`config.mk`:
```
export PLATFORM = sky130hd
export DESIGN_NAME = y_fetch_queue
export DESIGN_NICKNAME = d
export VERILOG_FILES = /design/src/rtl/y_cpu_pkg.sv /design/src/rtl/y_fetch_fifo.sv /design/src/rtl/y_fetch_queue.sv
export SDC_FILE = /design/constraint.sdc
export NUM_CORES = 1
export LEC_CHECK = 0
export ABC_AREA = 1
export BUFFER_PORTS_ARGS = -buffer_cell sky130_fd_sc_hd__buf_2
export CAP_MARGIN = 15
export CORE_ASPECT_RATIO = 0.75
export CORE_MARGIN = 8
export CORE_UTILIZATION = 39
export CTS_CLUSTER_SIZE = 40
export DETAILED_ROUTE_END_ITERATION = 10
export SLEW_MARGIN = 20
export SYNTH_ARGS = -nofsm -noshare
export SYNTH_HDL_FRONTEND = slang
export SYNTH_SLANG_ARGS = --single-unit
```
`constraint.sdc`:
```
create_clock -name clk -period 4.33 [get_ports clk]
set_input_delay 0.6495 -clock clk [delete_from_list [all_inputs] [get_ports clk]]
set_output_delay 0.6495 -clock clk [all_outputs]
set_load 0.01 [all_outputs]
```
`src/rtl/y_cpu_pkg.sv`:
```
// y_cpu_pkg: shared widths, fetch FSM states and prefetch buffer entry type.
package y_cpu_pkg;
    localparam int XLEN      = 32;
    localparam int INS_BYTES = 4;

    typedef enum logic [1:0] {
        IDLE,
        WAIT,
        DISCARD
    } fetch_state_t;

    typedef struct packed {
        logic [XLEN-1:0] ins;
        logic [XLEN-1:0] pc;
    } fetch_entry_t;
endpackage

```
`src/rtl/y_fetch_fifo.sv`:
```
// y_fetch_fifo: DEPTH-entry synchronous prefetch FIFO.
// Ports: clk, rst (sync, active-high); push/din write an entry, pop advances
// the head, flush empties the buffer (wins over push/pop); head is the oldest
// entry, count the current occupancy (0..DEPTH).
import y_cpu_pkg::*;

module y_fetch_fifo #(
    parameter int DEPTH = 2
) (
    input  logic                   clk,
    input  logic                   rst,
    input  logic                   push,
    input  logic                   pop,
    input  logic                   flush,
    input  fetch_entry_t           din,
    output fetch_entry_t           head,
    output logic [$clog2(DEPTH):0] count
);
    localparam int AW = $clog2(DEPTH);
    localparam int CW = AW + 1;

    fetch_entry_t  mem [DEPTH];
    logic [AW-1:0] rd_ptr, wr_ptr;
    logic          do_pop;

    assign do_pop = pop && count != '0;
    assign head   = mem[rd_ptr];

    always_ff @(posedge clk) begin
        if (rst || flush) begin
            rd_ptr <= '0;
            wr_ptr <= '0;
            count  <= '0;
        end else begin
            if (push) begin
                mem[wr_ptr] <= din;
                wr_ptr      <= wr_ptr + AW'(1);
            end
            if (do_pop) rd_ptr <= rd_ptr + AW'(1);
            count <= count + CW'(push) - CW'(do_pop);
        end
    end
endmodule

```
`src/rtl/y_fetch_queue.sv`:
```
// y_fetch_queue: instruction fetch front end with a prefetch buffer.
// Ports: clk, rst (sync, active-high); redirect/redirect_pc restart fetch;
// imem_req/imem_addr/imem_ack/imem_rdata is the memory handshake (one request
// outstanding); id_valid/id_ins/id_pc/id_pcp4/id_ready deliver to decode.
// Optional macro IF_PERF_CNT_EN adds saturating perf_stall/perf_discard outputs.
import y_cpu_pkg::*;

module y_fetch_queue #(
    parameter int          DEPTH    = 2,
    parameter logic [31:0] RESET_PC = 32'h80
) (
    input  logic        clk,
    input  logic        rst,
    input  logic        redirect,
    input  logic [31:0] redirect_pc,
    output logic        imem_req,
    output logic [31:0] imem_addr,
    input  logic        imem_ack,
    input  logic [31:0] imem_rdata,
    output logic        id_valid,
    output logic [31:0] id_ins,
    output logic [31:0] id_pc,
    output logic [31:0] id_pcp4,
    input  logic        id_ready
`ifdef IF_PERF_CNT_EN
    ,
    output logic [31:0] perf_stall,
    output logic [31:0] perf_discard
`endif
);
    localparam int              CW   = $clog2(DEPTH) + 1;
    localparam logic [XLEN-1:0] STEP = XLEN'(INS_BYTES);

    fetch_state_t    state;
    logic [XLEN-1:0] fetch_pc, next_pc, redir_pc;
    logic [CW-1:0]   count, post_count;
    fetch_entry_t    head, din;
    logic            push, pop;

    assign redir_pc   = redirect_pc & ~XLEN'(INS_BYTES - 1);
    assign next_pc    = fetch_pc + STEP;
    assign push       = state == WAIT && imem_ack && !redirect;
    assign pop        = id_valid && id_ready && !redirect;
    assign post_count = count + CW'(push) - CW'(pop);
    assign din        = '{ins: imem_rdata, pc: fetch_pc};
    assign imem_req   = state != IDLE;

    // Head fields read as zero while the buffer is empty, so decode never sees stale data.
    assign id_valid = count != '0;
    assign id_ins   = id_valid ? head.ins : '0;
    assign id_pc    = id_valid ? head.pc : '0;
    assign id_pcp4  = id_valid ? head.pc + STEP : '0;

    y_fetch_fifo #(.DEPTH(DEPTH)) u_fifo (
        .clk  (clk),
        .rst  (rst),
        .push (push),
        .pop  (pop),
        .flush(redirect),
        .din  (din),
        .head (head),
        .count(count)
    );

    // imem_addr is latched at issue so a redirect during DISCARD cannot disturb the held request.
    always_ff @(posedge clk) begin
        if (rst) begin
            state     <= IDLE;
            fetch_pc  <= RESET_PC;
            imem_addr <= '0;
        end else begin
            case (state)
                IDLE: begin
                    if (redirect) begin
                        fetch_pc <= redir_pc;
                    end else if (count < CW'(DEPTH)) begin
                        state     <= WAIT;
                        imem_addr <= fetch_pc;
                    end
                end
                WAIT: begin
                    if (redirect) begin
                        fetch_pc <= redir_pc;
                        state    <= imem_ack ? IDLE : DISCARD;
                    end else if (imem_ack) begin
                        fetch_pc <= next_pc;
                        if (post_count < CW'(DEPTH)) imem_addr <= next_pc;
                        else state <= IDLE;
                    end
                end
                DISCARD: begin
                    if (redirect) fetch_pc <= redir_pc;
                    if (imem_ack) state <= IDLE;
                end
                default: state <= IDLE;
            endcase
        end
    end

`ifdef IF_PERF_CNT_EN
    always_ff @(posedge clk) begin
        if (rst) begin
            perf_stall   <= '0;
            perf_discard <= '0;
        end else begin
            if (!id_valid && state != DISCARD && perf_stall != '1)
                perf_stall <= perf_stall + 32'd1;
            if (imem_ack && (state == DISCARD || (state == WAIT && redirect)) && perf_discard != '1)
                perf_discard <= perf_discard + 32'd1;
        end
    end
`endif
endmodule

```
---- Yosys cells after proc, flatten, opt, wreduce, memory -nomap -nowiden ----
Memory sizes are Yosys's and may differ from the RTL's. A register that Yosys moved wholly into a read port is not among the register bits.
Cells that the tools add are included.
Widths: inputs -> output; s select.
storage, ports and cells
  bits in registers ....................... 70
  RAM bits ................................ 128
  input bits .............................. 69
  word-level logic and storage cells ...... 69
  memories kept ........................... 1
memory list
  name        words  bits a word  rd ports  clocked after memory_dff  write ports  line                text
  u_fifo.mem  2      64           1         1                         1            y_fetch_fifo.sv:22  fetch_entry_t mem [DEPTH];
operators by class
  add/subtract/negate cells ............... 7
  order comparisons ....................... 2
  equal/unequal tests ..................... 11
  muxes and demuxes ....................... 26
  reductions and logical operators ........ 16
operator list
  cell                   count
  $mux 32                11
  $pmux 32 s2            2
  $add 32x3->32 const B  2
  $mux 2                 7
  $ne 2x2->1 const B     5
  $reduce_bool 2->1      4
  $ne 3x3->1 const B     2
  $pmux 2 s3             1
  $reduce_and 6->1       1
  $logic_and 1x1->1      5
  $mux 1                 5
  $reduce_and 5->1       1
  $lt 2x2->1 const B     2
  $ne 2x1->1 const B     2
  $sub 2x1->2            2
  $reduce_and 3->1       1
  $add 1x1->1 const B    2
  $add 2x1->2            1
  $eq 2x1->1 const B     1
  $eq 2x2->1 const B     1
  $logic_not 2->1        1
  $reduce_or 2->1        1
  $logic_not 1->1        1
  $logic_or 1x1->1       1

---- Logic depth before layout (Yosys ltp) ----
  word-level depth ........................ 10
  mapped depth ............................ 16

---- Modules after synthesis ----
Synthesis repeated with hierarchy kept, for this count alone.
unflattened totals
  cells, all modules ...................... 1,219
  area, all modules ....................... 10,428.8 um2
modules (own cells, without submodules)
  module         times used  cells an instance  area an instance (um2)  seq. area each (um2)
  y_fetch_queue  1           982                5,260.0                 1,241.2
  y_fetch_fifo   1           237                5,168.7                 3,943.8

---- Least setup slack after synthesis ----
Ideal clock, no wire load.
  path type ............................... input-to-reg
  from .................................... input redirect
  to ...................................... memory u_fifo.mem[0][10] in the netlist's numbering, enable pin
  library setup time ...................... 482 ps
  data arrival time ....................... 3,894 ps
  setup slack ............................. -46 ps
  stages on the path ...................... 7
  cells stage by stage .................... nor2_1 -> inv_1 -> nor2_1 -> nand2_1 -> inv_1 -> nand2_1 -> nor2_1
on the way
  cells in the longest elaborated chain, start to end .. 5
ends and longest elaborated chain
  element                       line                 text
  start, declared               y_fetch_queue.sv:14  input logic redirect,
  $logic_not 1->1               y_fetch_queue.sv:42  assign push = state == WAIT && imem_ack && !redirect;
  $logic_and 1x1->1             y_fetch_queue.sv:42
  named net push                y_fetch_queue.sv:38  logic push, pop;
  $mux 1                        y_fetch_fifo.sv:35   if (push) begin
  $mux 1                        y_fetch_fifo.sv:30   if (rst || flush) begin
  $mux 1 (not written as such)  y_fetch_fifo.sv:36   mem[wr_ptr] <= din;
  end, declared                 y_fetch_fifo.sv:22
The timed path passes the listed nets, and every way through them passes these cells.

==> impl_results.md <==
- Area grow syn2layout: 18.44%
- Cell area after synthesis: ~9900 um2
- Die Span Y: 154.0 um
- DRT Pass-1 Iters: 5
- Skew-Pair Late Insertion Delay: approximately 440 ps
- CP endpoint: id_pcp4[12]
- Num CTS Buffers: 17
- Row cnt: 50
- 1st-iter DRT viols: ~820
- FMAX: around 270 MHz
- Via count: 9055
- Worst r2r src: state[0]$_SDFFE_PP0P_
- Skew final: 12.38 ps
- # nets final: 1570
- Setup_tns: 0 ps
- Area contributors post-synth: edfxtp_1 (38%), nand2_1 (18%), dfxtp_1 (14%)
- Design area: between 10000 and 15000 um2
- Kind of path behind the tightest hold check: primary input to flip-flop
- Area leader, netlist: edfxtp_1
- Filler Cell Count: ~2500
- First-pass GRT wire length: between 40 and 50 mm
- Worst-path clk slew: 80 ps
- Layout cell share with drive strength beyond 1: between 10% and 20%
- Setup-failing EPs final: 0
- Ports: between 150 and 200
- Startpoint Class: flip-flop
- Dpl ws: 944.4 ps
- CP Max Fanout: 28
- Bufs on Longest Clock Path: 2
- Worst R2R End: imem_addr[3]$_SDFFE_PP0P_
- Synth unique cells: 35
- RSZ-0062 raised after global routing: false
- Antenna diodes: 0
- Register bit count reported by yosys: around 190
- Setup ws final: between 600 and 700 ps
- Syn Inst Count: 1327
- DR WL/cell: approximately 16 um
- Max-slew headroom: 38.04%
- CTS tree: done
- Core area: about 25000 um2
- Worst Setup Path Type: flip-flop to output pin
- Worst reg2reg setup slack: between 1000 and 1500 ps
- WL final: about 30 mm
- Fin crit share: 85.77%
- Static Leak: 5.185 nW
- Vias per Instance: between 4 and 5
- Syn avg cell area: around 7.5 um2
- Setup crit end kind: output pin
- Slew Viols, Final: 0
- Max-cap violation count: 0
- Post-synthesis sequential area ratio: between 50% and 60%
- Status: complete, no violations
- Clock Sinks: between 150 and 200
- H-Tree Depth: 4
- Root Driver: clkbuf_16
- PD cells: approximately 360 nW/um2
- Die ar.: ~31000 um2
- Die width: 200.0 um
- Yosys warns: 0
- Post-synth top area share: a little under two fifths
- Setup Buffers After CTS: 0
- Commonest non-fill, non-tap cell in the layout: nand2_1
- # hold bufs at CTS: 0
- Grt ovf: 0
- Vias in the first global route: 8209
- Final HPWL DP: ~22 mm
- Initial Util: 39.66%
- Commonest cells after routing, fill and taps aside: nand2_1 (469), nor2_1 (230), buf_2 (190)
- Worst-Margin Slew: about 930 ps
- Final worst path period need: 3714 ps
- Placed cell area: 11130 um2
- Data required, critical path: 3680 ps
- Max VDD drop: roughly 0.28 mV
- Cell count after placement: about 1800
- CP Data Arrival Time: 3060 ps
- Post-DRT Antenna Nets: 0
- GP Congestion: a little over 0.9
- Final non-filler cell total: 1848
- Tot GR Track Use: 19.21%
- CTS resizes: 0
- Final hold viol count: 0
- Initial antenna violation count: 0
- Largest net degree at the start of global routing: between 80 and 90
- R2R depth: 15
- Port buffer count: 190
- DRC viols: 0
per-stage QoR:
stage | util (%) | hold WS [ps] | total power, mW
after floorplan | - | 466.9 | 2.472
after CTS | 46.98 | 379.3 | 4.285
after detailed placement | 44.59 | 459.6 | 2.675
after global routing | 46.98 | 376.5 | 4.421
final | 46.98 | 397.4 | 4.256
after global placement | 44.59 | 462.2 | 2.666
state kept, by name, summed over array words and instances (netlist names), named ones only:
signal and count:
u_fifo.mem 124, state 2, u_fifo.rd_ptr 1, fetch_pc 30
imem_addr 30, u_fifo.wr_ptr 1, u_fifo.count 2
power breakdown:
group / total (mW) / switching [mW] / internal, mW / leakage (nW)
clock: 1.62 / 0.711 / 0.912 / 0.278
sequential: 2.13 / 0.100 / 2.03 / 1.68
combinational: 0.506 / 0.332 / 0.174 / 3.23
total: 4.26 / 1.14 / 3.11 / 5.19
kinds of logic after synthesis:
family	Yosys count	share of synthesized area, %
AO/OA/AOI/OAI	167	8.707
XOR/XNOR	15	1.327
adder cells (fa/ha/maj)	4	0.5055
buffers and inverters	166	7.014
flip-flops	191	51.16
multiplexers	1	0.1011
other	1	0.03788
AND/OR/NAND/NOR	782	31.15
cell usage after synthesis:
library cell    n
nand4_1         2
o21bai_1        6
inv_1         107
mux2i_1         1
buf_4           7
buf_1           7
clkbuf_1       26
nor2_2          4
conb_1          1
nor3_1          8
clkinv_1        1
a21oi_2         1
nand2_1       469
nand2_2         2
o21ai_0        42
a21oi_1       112
buf_6           4
nand3_4         1
and2_1          1
nand3b_1        1
buf_2          11
xor2_1         11
nor2_8          1
nand3_1        59
ha_1            4
xnor2_1         4
nand4_2         1
clkbuf_2        1
o21ai_1         1
a31oi_1         4
dfxtp_1        67
edfxtp_1      124
o211ai_1        1
nor2_1        233
inv_2           2
metal layers:
| metal | wire (um) | track usage [%] | share of wire, % |
|---|---|---|---|
| met5 | 0 | 0 | 0 |
| met4 | 376 | 4.371 | 1.3 |
| met3 | 1977 | 3.773 | 6.6 |
| met2 | 13410 | 29.49 | 45 |
| met1 | 14260 | 27.43 | 48 |
how the worst min path moves through the flow:
stage | startpoint | endpoint | slack (ps) | cells past startpoint
detailed placement | imem_addr[4]$_SDFFE_PP0P_ | imem_addr[4]$_SDFFE_PP0P_ | 460 | 2
CTS | imem_rdata[8] | u_fifo.mem[0][40]$_DFFE_PP_ | 380 | 1
floorplan | u_fifo.rd_ptr$_SDFFE_PP0N_ | flip-flop | 470 | 2
global route | imem_rdata[5] | u_fifo.mem[0][37]$_DFFE_PP_ | 380 | 1
global placement | imem_addr[4]$_SDFFE_PP0P_ | imem_addr[4]$_SDFFE_PP0P_ | 460 | 2
finish | imem_rdata[6] | u_fifo.mem[0][38]$_DFFE_PP_ | 400 | 1
worst max-delay path, stage by stage (launching register included):
cell and delay (ps):
dfxtp_2 550, buf_4 370, o21ai_0 250, inv_1 120, ha_1 250, nand2_1 110, nor2_1 200, nand2_1 150
nor2_1 220, nor2_1 60, nor3_1 170, buf_2 180
area by class of cell:
type / count / area [um2] / area share [%]
clock buffers: 19 / 432.9 / 3.692
clock inverters: 13 / 163.9 / 1.398
inverters: 110 / 412.9 / 3.521
multi-input cells: 975 / 4187 / 35.70
flip-flops and latches: 191 / 5066 / 43.20
well taps: 338 / 422.9 / 3.607
repair buffers: 202 / 1041 / 8.878
(Power assumes the default switching activity.)
